### config.mk
export PLATFORM = sky130hd
export DESIGN_NAME = stream_demux_flat
export DESIGN_NICKNAME = d
export VERILOG_FILES = /design/src/rtl/stream_demux_if.sv /design/src/rtl/stream_demux.sv /design/src/flat_wrapper.sv
export SDC_FILE = /design/constraint.sdc
export NUM_CORES = 1
export LEC_CHECK = 0
export CAP_MARGIN = 25
export CORE_MARGIN = 2
export CORE_UTILIZATION = 35
export DETAILED_ROUTE_END_ITERATION = 7
export PLACE_DENSITY = 0.74
export SETUP_SLACK_MARGIN = 0.2
export SLEW_MARGIN = 20
export SYNTH_ARGS = -nofsm -noshare
export SYNTH_HDL_FRONTEND = slang
export SYNTH_SLANG_ARGS = --single-unit
### constraint.sdc
create_clock -name clk_in -period 2 [get_ports clk_in]
set_input_delay 0.3 -clock clk_in [delete_from_list [all_inputs] [get_ports clk_in]]
set_output_delay 0.3 -clock clk_in [all_outputs]
set_load 0.1 [all_outputs]
### src/rtl/stream_demux_if.sv
// rtl/stream_demux_if.sv - pixel stream bundle between the capture pipeline and the A/B sink demux
interface stream_demux_if;
    logic [15:0] pix_in;
    logic        pix_valid_in;
    logic        frame_start_in;
    logic [15:0] pix_out_a;
    logic [15:0] pix_out_b;
    logic        pix_valid_a;
    logic        pix_valid_b;
    logic        frame_start_a;
    logic        frame_start_b;
    logic        route_sel;
    logic        switch_pending;

    modport slave (
        input  pix_in, pix_valid_in, frame_start_in,
        output pix_out_a, pix_out_b, pix_valid_a, pix_valid_b,
        output frame_start_a, frame_start_b, route_sel, switch_pending
    );

    modport master (
        output pix_in, pix_valid_in, frame_start_in,
        input  pix_out_a, pix_out_b, pix_valid_a, pix_valid_b,
        input  frame_start_a, frame_start_b, route_sel, switch_pending
    );
endinterface

### src/rtl/stream_demux.sv
// rtl/stream_demux.sv - RGB565 stream demux to sink A/B selected by a debounced button
// FRAME_SYNC_EN: defined applies switches on frame_start_in; undefined applies them on the first idle cycle.
module stream_demux #(
    parameter int CLK_IN_FREQ = 10000000,
    parameter int DEBOUNCE_MS = 20
) (
    input  logic          clk_in,
    input  logic          rst,
    input  logic          sel_btn,
    stream_demux_if.slave bus
);
    localparam int DEBOUNCE_CYCLES = CLK_IN_FREQ / 1000 * DEBOUNCE_MS;
    localparam int CNT_W = $clog2(DEBOUNCE_CYCLES + 1);
    localparam logic [CNT_W-1:0] CNT_LAST = CNT_W'(DEBOUNCE_CYCLES - 1);
    localparam logic [CNT_W-1:0] CNT_MAX  = CNT_W'(DEBOUNCE_CYCLES);

    typedef enum logic [1:0] {
        RELEASED,
        PRESS_WAIT,
        PRESSED,
        RELEASE_WAIT
    } db_state_t;

    logic sync_1;
    logic btn_s;

    // Both stages reset to the released level so reset never looks like a press.
    always_ff @(posedge clk_in or posedge rst) begin
        if (rst) begin
            sync_1 <= 1'b1;
            btn_s  <= 1'b1;
        end else begin
            sync_1 <= sel_btn;
            btn_s  <= sync_1;
        end
    end

    db_state_t        db_state;
    db_state_t        db_state_next;
    logic [CNT_W-1:0] cnt;
    logic [CNT_W-1:0] cnt_next;
    logic             cnt_inc;
    logic             press;

    always_ff @(posedge clk_in or posedge rst) begin
        if (rst) begin
            db_state <= RELEASED;
            cnt      <= '0;
        end else begin
            db_state <= db_state_next;
            cnt      <= cnt_next;
        end
    end

    always_comb begin
        db_state_next = db_state;
        cnt_inc       = 1'b0;
        press         = 1'b0;
        case (db_state)
            RELEASED: begin
                if (!btn_s) begin
                    db_state_next = PRESS_WAIT;
                end
            end
            PRESS_WAIT: begin
                if (btn_s) begin
                    db_state_next = RELEASED;
                end else if (cnt == CNT_LAST) begin
                    db_state_next = PRESSED;
                    press         = 1'b1;
                end else begin
                    cnt_inc = 1'b1;
                end
            end
            PRESSED: begin
                if (btn_s) begin
                    db_state_next = RELEASE_WAIT;
                end
            end
            RELEASE_WAIT: begin
                if (!btn_s) begin
                    db_state_next = PRESSED;
                end else if (cnt == CNT_LAST) begin
                    db_state_next = RELEASED;
                end else begin
                    cnt_inc = 1'b1;
                end
            end
            default: begin
                db_state_next = RELEASED;
            end
        endcase

        cnt_next = cnt;
        if (db_state_next != db_state) begin
            cnt_next = '0;
        end else if (cnt_inc && (cnt != CNT_MAX)) begin
            cnt_next = cnt + 1'b1;
        end
    end

    logic route_q;
    logic pending_q;
    logic apply;
    logic route_next;
    logic pending_next;

`ifdef FRAME_SYNC_EN
    assign apply = pending_q & bus.frame_start_in;
`else
    assign apply = pending_q & ~bus.pix_valid_in;
`endif

    // A press landing on the applying cycle re-arms pending for the next opportunity.
    assign route_next   = route_q ^ apply;
    assign pending_next = apply ? press : (pending_q ^ press);

    logic [15:0] pix_a_q;
    logic [15:0] pix_b_q;
    logic        valid_a_q;
    logic        valid_b_q;
    logic        fs_a_q;
    logic        fs_b_q;

    // Routing uses the post-application route so a switching frame goes wholly to the new sink.
    always_ff @(posedge clk_in or posedge rst) begin
        if (rst) begin
            route_q   <= 1'b0;
            pending_q <= 1'b0;
            pix_a_q   <= 16'h0000;
            pix_b_q   <= 16'h0000;
            valid_a_q <= 1'b0;
            valid_b_q <= 1'b0;
            fs_a_q    <= 1'b0;
            fs_b_q    <= 1'b0;
        end else begin
            route_q   <= route_next;
            pending_q <= pending_next;
            pix_a_q   <= route_next ? 16'h0000 : bus.pix_in;
            pix_b_q   <= route_next ? bus.pix_in : 16'h0000;
            valid_a_q <= ~route_next & bus.pix_valid_in;
            valid_b_q <= route_next & bus.pix_valid_in;
            fs_a_q    <= ~route_next & bus.frame_start_in;
            fs_b_q    <= route_next & bus.frame_start_in;
        end
    end

    assign bus.pix_out_a      = pix_a_q;
    assign bus.pix_out_b      = pix_b_q;
    assign bus.pix_valid_a    = valid_a_q;
    assign bus.pix_valid_b    = valid_b_q;
    assign bus.frame_start_a  = fs_a_q;
    assign bus.frame_start_b  = fs_b_q;
    assign bus.route_sel      = route_q;
    assign bus.switch_pending = pending_q;
endmodule

### src/flat_wrapper.sv
// flat-port wrapper written by rule: the top's interface ports become plain ports
module stream_demux_flat 
#(
    parameter int CLK_IN_FREQ = 10000000,
    parameter int DEBOUNCE_MS = 20
)
  (clk_in, rst, sel_btn, bus_pix_in, bus_pix_valid_in, bus_frame_start_in, bus_pix_out_a, bus_pix_out_b, bus_pix_valid_a, bus_pix_valid_b, bus_frame_start_a, bus_frame_start_b, bus_route_sel, bus_switch_pending);
  stream_demux_if bus_i ();
  input  logic clk_in;
  input  logic rst;
  input  logic sel_btn;
  input wire logic [$bits(bus_i.pix_in)-1:0] bus_pix_in;
  input wire logic [$bits(bus_i.pix_valid_in)-1:0] bus_pix_valid_in;
  input wire logic [$bits(bus_i.frame_start_in)-1:0] bus_frame_start_in;
  output wire logic [$bits(bus_i.pix_out_a)-1:0] bus_pix_out_a;
  output wire logic [$bits(bus_i.pix_out_b)-1:0] bus_pix_out_b;
  output wire logic [$bits(bus_i.pix_valid_a)-1:0] bus_pix_valid_a;
  output wire logic [$bits(bus_i.pix_valid_b)-1:0] bus_pix_valid_b;
  output wire logic [$bits(bus_i.frame_start_a)-1:0] bus_frame_start_a;
  output wire logic [$bits(bus_i.frame_start_b)-1:0] bus_frame_start_b;
  output wire logic [$bits(bus_i.route_sel)-1:0] bus_route_sel;
  output wire logic [$bits(bus_i.switch_pending)-1:0] bus_switch_pending;
  assign bus_i.pix_in = bus_pix_in;
  assign bus_i.pix_valid_in = bus_pix_valid_in;
  assign bus_i.frame_start_in = bus_frame_start_in;
  assign bus_pix_out_a = bus_i.pix_out_a;
  assign bus_pix_out_b = bus_i.pix_out_b;
  assign bus_pix_valid_a = bus_i.pix_valid_a;
  assign bus_pix_valid_b = bus_i.pix_valid_b;
  assign bus_frame_start_a = bus_i.frame_start_a;
  assign bus_frame_start_b = bus_i.frame_start_b;
  assign bus_route_sel = bus_i.route_sel;
  assign bus_switch_pending = bus_i.switch_pending;
  stream_demux #(.CLK_IN_FREQ(CLK_IN_FREQ), .DEBOUNCE_MS(DEBOUNCE_MS)) u_core (.clk_in(clk_in), .rst(rst), .sel_btn(sel_btn), .bus(bus_i));
endmodule
==> out/qor.csv <==
metric;value;unit
status;complete, no violations;
die height;87.1;µm
port bufs;58;
GR Util met1;17.5;%
GRT Overall Usage;15.4;%
syn_nets;228;
Fin Clk Skew;0.00709;ns
area of all sequential standard cells;0.00151;mm²
MaxCap Viol Count;0;
Worst setup SP type;register;
peak supply drop;748;µV
Multi-input gate area;967;µm²
Avg Cell Area, Syn;11.8;µm²
via count;1818;
CTS tree;yes;
LEAKAGE;1.52;nW
Switching Fraction;36.9;%
GR Layer Usage met3;8.63;%
sequential share of power;35.3;%
Final #Nets;309;
die width;87.1;µm
I/O Pins;59;
htree depth;3;
Combinational Power Share;30.0;%
post-synthesis sequential area ratio;62.2;%
met2 Usage GRT;23.2;%
fillcell total;582;
min cycle time layout;1.87;ns
worst-margin pin slew;0.469;ns
slew margin rel.;68.6;%
Rows;30;
top_reg_cell synth;dfrtp_1;
DPL Wire Length;3460;µm
fin crit share;93.4;%
synthesized instance count;205;
Area Growth Syn to Fin;43.9;%
diode count;0;
Reg clk slew, reported paths;0.07;ns
synth unique cells;36;
Pwr Density;1100;mW/mm²
Post-synth EDFFs;0;
later-pin clock latency in the skew report;0.34;ns
Net Switching;1.42;mW
Post-DRT Antenna Nets;0;
Final Max Slew Viols;0;
asr flop ratio synth;100;%
clock sinks;60;
Worst Reg2Reg Path Length in Cells;5;
DRC Markers;0;
area of the core;0.00676;mm²
Pint;2.42;mW
TritonCTS Buffers;9;
Clock Power Share;34.7;%
synthesized cell area;0.00242;mm²
Routed wire per std cell;14.4;µm
min-delay worst type;in2async;
CP endpoint kind;register;
Top Usage Layer GRT;met2;
Sum Neg Setup Slack;0;ns
fin cells;370;
Peak Freq;536;MHz
placed instance count;343;
Critical Path RT;2.23;ns
pin count of the biggest net entering global routing;47;
total grt overflow;0;
layout cells sized above 1;34.8;%
worst path arrival time;2.10;ns
root buf cell;clkbuf_8;
first-pass GRT wire length;8800;µm
Final Hold Viols;0;
Die Area;0.00759;mm²
DRC marker count from the first detailed-route iteration;59;
DR vias/cell;4.91;
synth warn;0;
Total Wirelength;5330;µm
Setup-failing EPs final;0;
register bit total from synthesis;60;
initial antenna violation count;0;
RSZ-0062 raised after global routing;yes;
vias in the first global route;1891;
initial cell density of the core;35.8;%
final RePlAce weighted congestion;0.781;
CP Class;reg2reg;
drt pass-1 iters;4;
CP max FO;4;
clock buffer depth;2;
==> cells in the final DEF (no fill, tap or decap), types with 3 or more instances in the layout <==
cell type,netlist,routed
nor2b_1,20,20
or4_1,6,5
nor2_4,1,4
inv_1,5,4
o31ai_1,5,5
and2_1,19,19
nand3_1,7,7
clkdlybuf4s50_1,0,20
buf_4,1,51
xor2_1,6,6
a21oi_1,7,3
nor2_2,0,3
nor2_1,14,8
a21oi_2,0,3
or3_1,3,3
clkbuf_8,0,10
bufinv_16,0,3
dfrtp_1,58,57
nand2_1,9,8
xnor2_1,7,6
==> worst max-delay path, stage by stage (launching register included) <==
cell and delay [ns]:
dfrtp_1 0.38, or4b_4 0.55, nor4_4 0.19, nand3_2 0.15
or3_1 0.34, xor2_1 0.15
==> through the flow <==
stage / area, µm² / setup WS, ns / util (%) / hold slack [ns] / power [mW]
global route: 3480 / 0.0603 / 51.5 / 0.315 / 3.97
detailed placement: 3060 / 0.0614 / 45.2 / 0.351 / 2.51
floorplan: 2430 / 0.154 / - / 0.304 / 2.22
finish: 3480 / 0.133 / 51.5 / 0.277 / 3.84
CTS: 3430 / 0.134 / 50.8 / 0.274 / 3.88
global placement: 3060 / 0.124 / 45.2 / 0.346 / 2.49
==> synth_stat cells (2+ instances only) <==
master	n	area [µm²]
nand3_1	7	35.0
nand3_2	2	20.0
and2_1	19	119
xor2_1	6	52.6
nor2b_1	20	125
dfstp_2	2	52.6
a21oi_1	7	35.0
and3_1	2	12.5
dfrtp_1	58	1450
clkbuf_1	4	15.0
ha_1	2	25.0
nand2_1	9	33.8
nor2_1	14	52.6
xnor2_1	7	61.3
o31ai_1	5	37.5
o21ai_0	2	10.0
nor4_1	3	18.8
and4_1	2	17.5
o21ai_1	3	15.0
or3_1	3	18.8
or4_1	6	45.0
nor3_1	3	15.0
nand4_1	2	12.5
inv_1	5	18.8
==> layer usage <==
layer | up-vias | part of all wire [%] | wire length (µm)
met2 | 63 | 48 | 2550
li1 | 853 | - | -
met5 | - | 0 | 0
met1 | 894 | 41 | 2190
met3 | 8 | 9.5 | 509
met4 | 0 | 1.5 | 79
==> logic make-up (layout without fill, tap and decap cells) <==
family                   after synthesis  count (layout)  synth area share [%]
flip-flops                            60              60                  62.2
AO/OA/AOI/OAI                         19              20                  4.76
buffers and inverters                 11              95                  2.17
adder cells (fa/ha/maj)                2               2                  1.03
AND/OR/NAND/NOR                      100             100                  25.1
XOR/XNOR                              13              13                  4.71
==> path summary, 6_finish.rpt <==
kind / startpoint / endpoint / slack (ns)
worst max register to register: u_core.cnt[13] / u_core.bus.switch_pending / 0.13
worst max-delay path: u_core.cnt[13] / u_core.bus.switch_pending / 0.13
worst min register to register: u_core.sync_1 / u_core.btn_s / 0.36
min in group clk_in: u_core.sync_1 / u_core.btn_s / 0.36
max in group asynchronous: rst / u_core.sync_1 / 1.13
worst min-delay path: rst / u_core.bus.pix_out_b[0] / 0.28
==> flip-flops by register name (all words and copies together), names as in the netlist, 2 cells and up <==
register,cells
u_core.bus.pix_out_a,16
u_core.bus.pix_out_b,16
u_core.cnt,18
u_core.db_state,2
==> timing repair <==
| action | in CTS | in global routing |
|---|---|---|
| gates cloned | 2 | 0 |
| hold buffers | 0 | 0 |
| gates resized for setup | 15 | 9 |
| endpoints found under the setup margin | 13 | 19 |
| pin swaps | 8 | 6 |
| endpoints found under the hold margin | 0 | 0 |
| buffers inserted | 8 | 2 |
==> area by class of cell <==
| class | count | area share, % |
|---|---|---|
| inverter | 5 | 0.647 |
| sequential | 60 | 43.3 |
| clock inverter | 4 | 2.80 |
| tap | 80 | 2.88 |
| clock buffer | 11 | 4.06 |
| timing repair buffer | 75 | 18.6 |
| multi-input combinational | 135 | 27.8 |
==> power groups by stage <==
stage	logic (mW)	registers (mW)	clock network, mW
after global placement	1.12	1.38	0
after floorplan	0.135	2.09	0
final	1.15	1.35	1.33
after global routing	1.20	1.36	1.41
after detailed placement	1.13	1.38	0
after CTS	1.16	1.36	1.37
(Power assumes the default switching activity.)
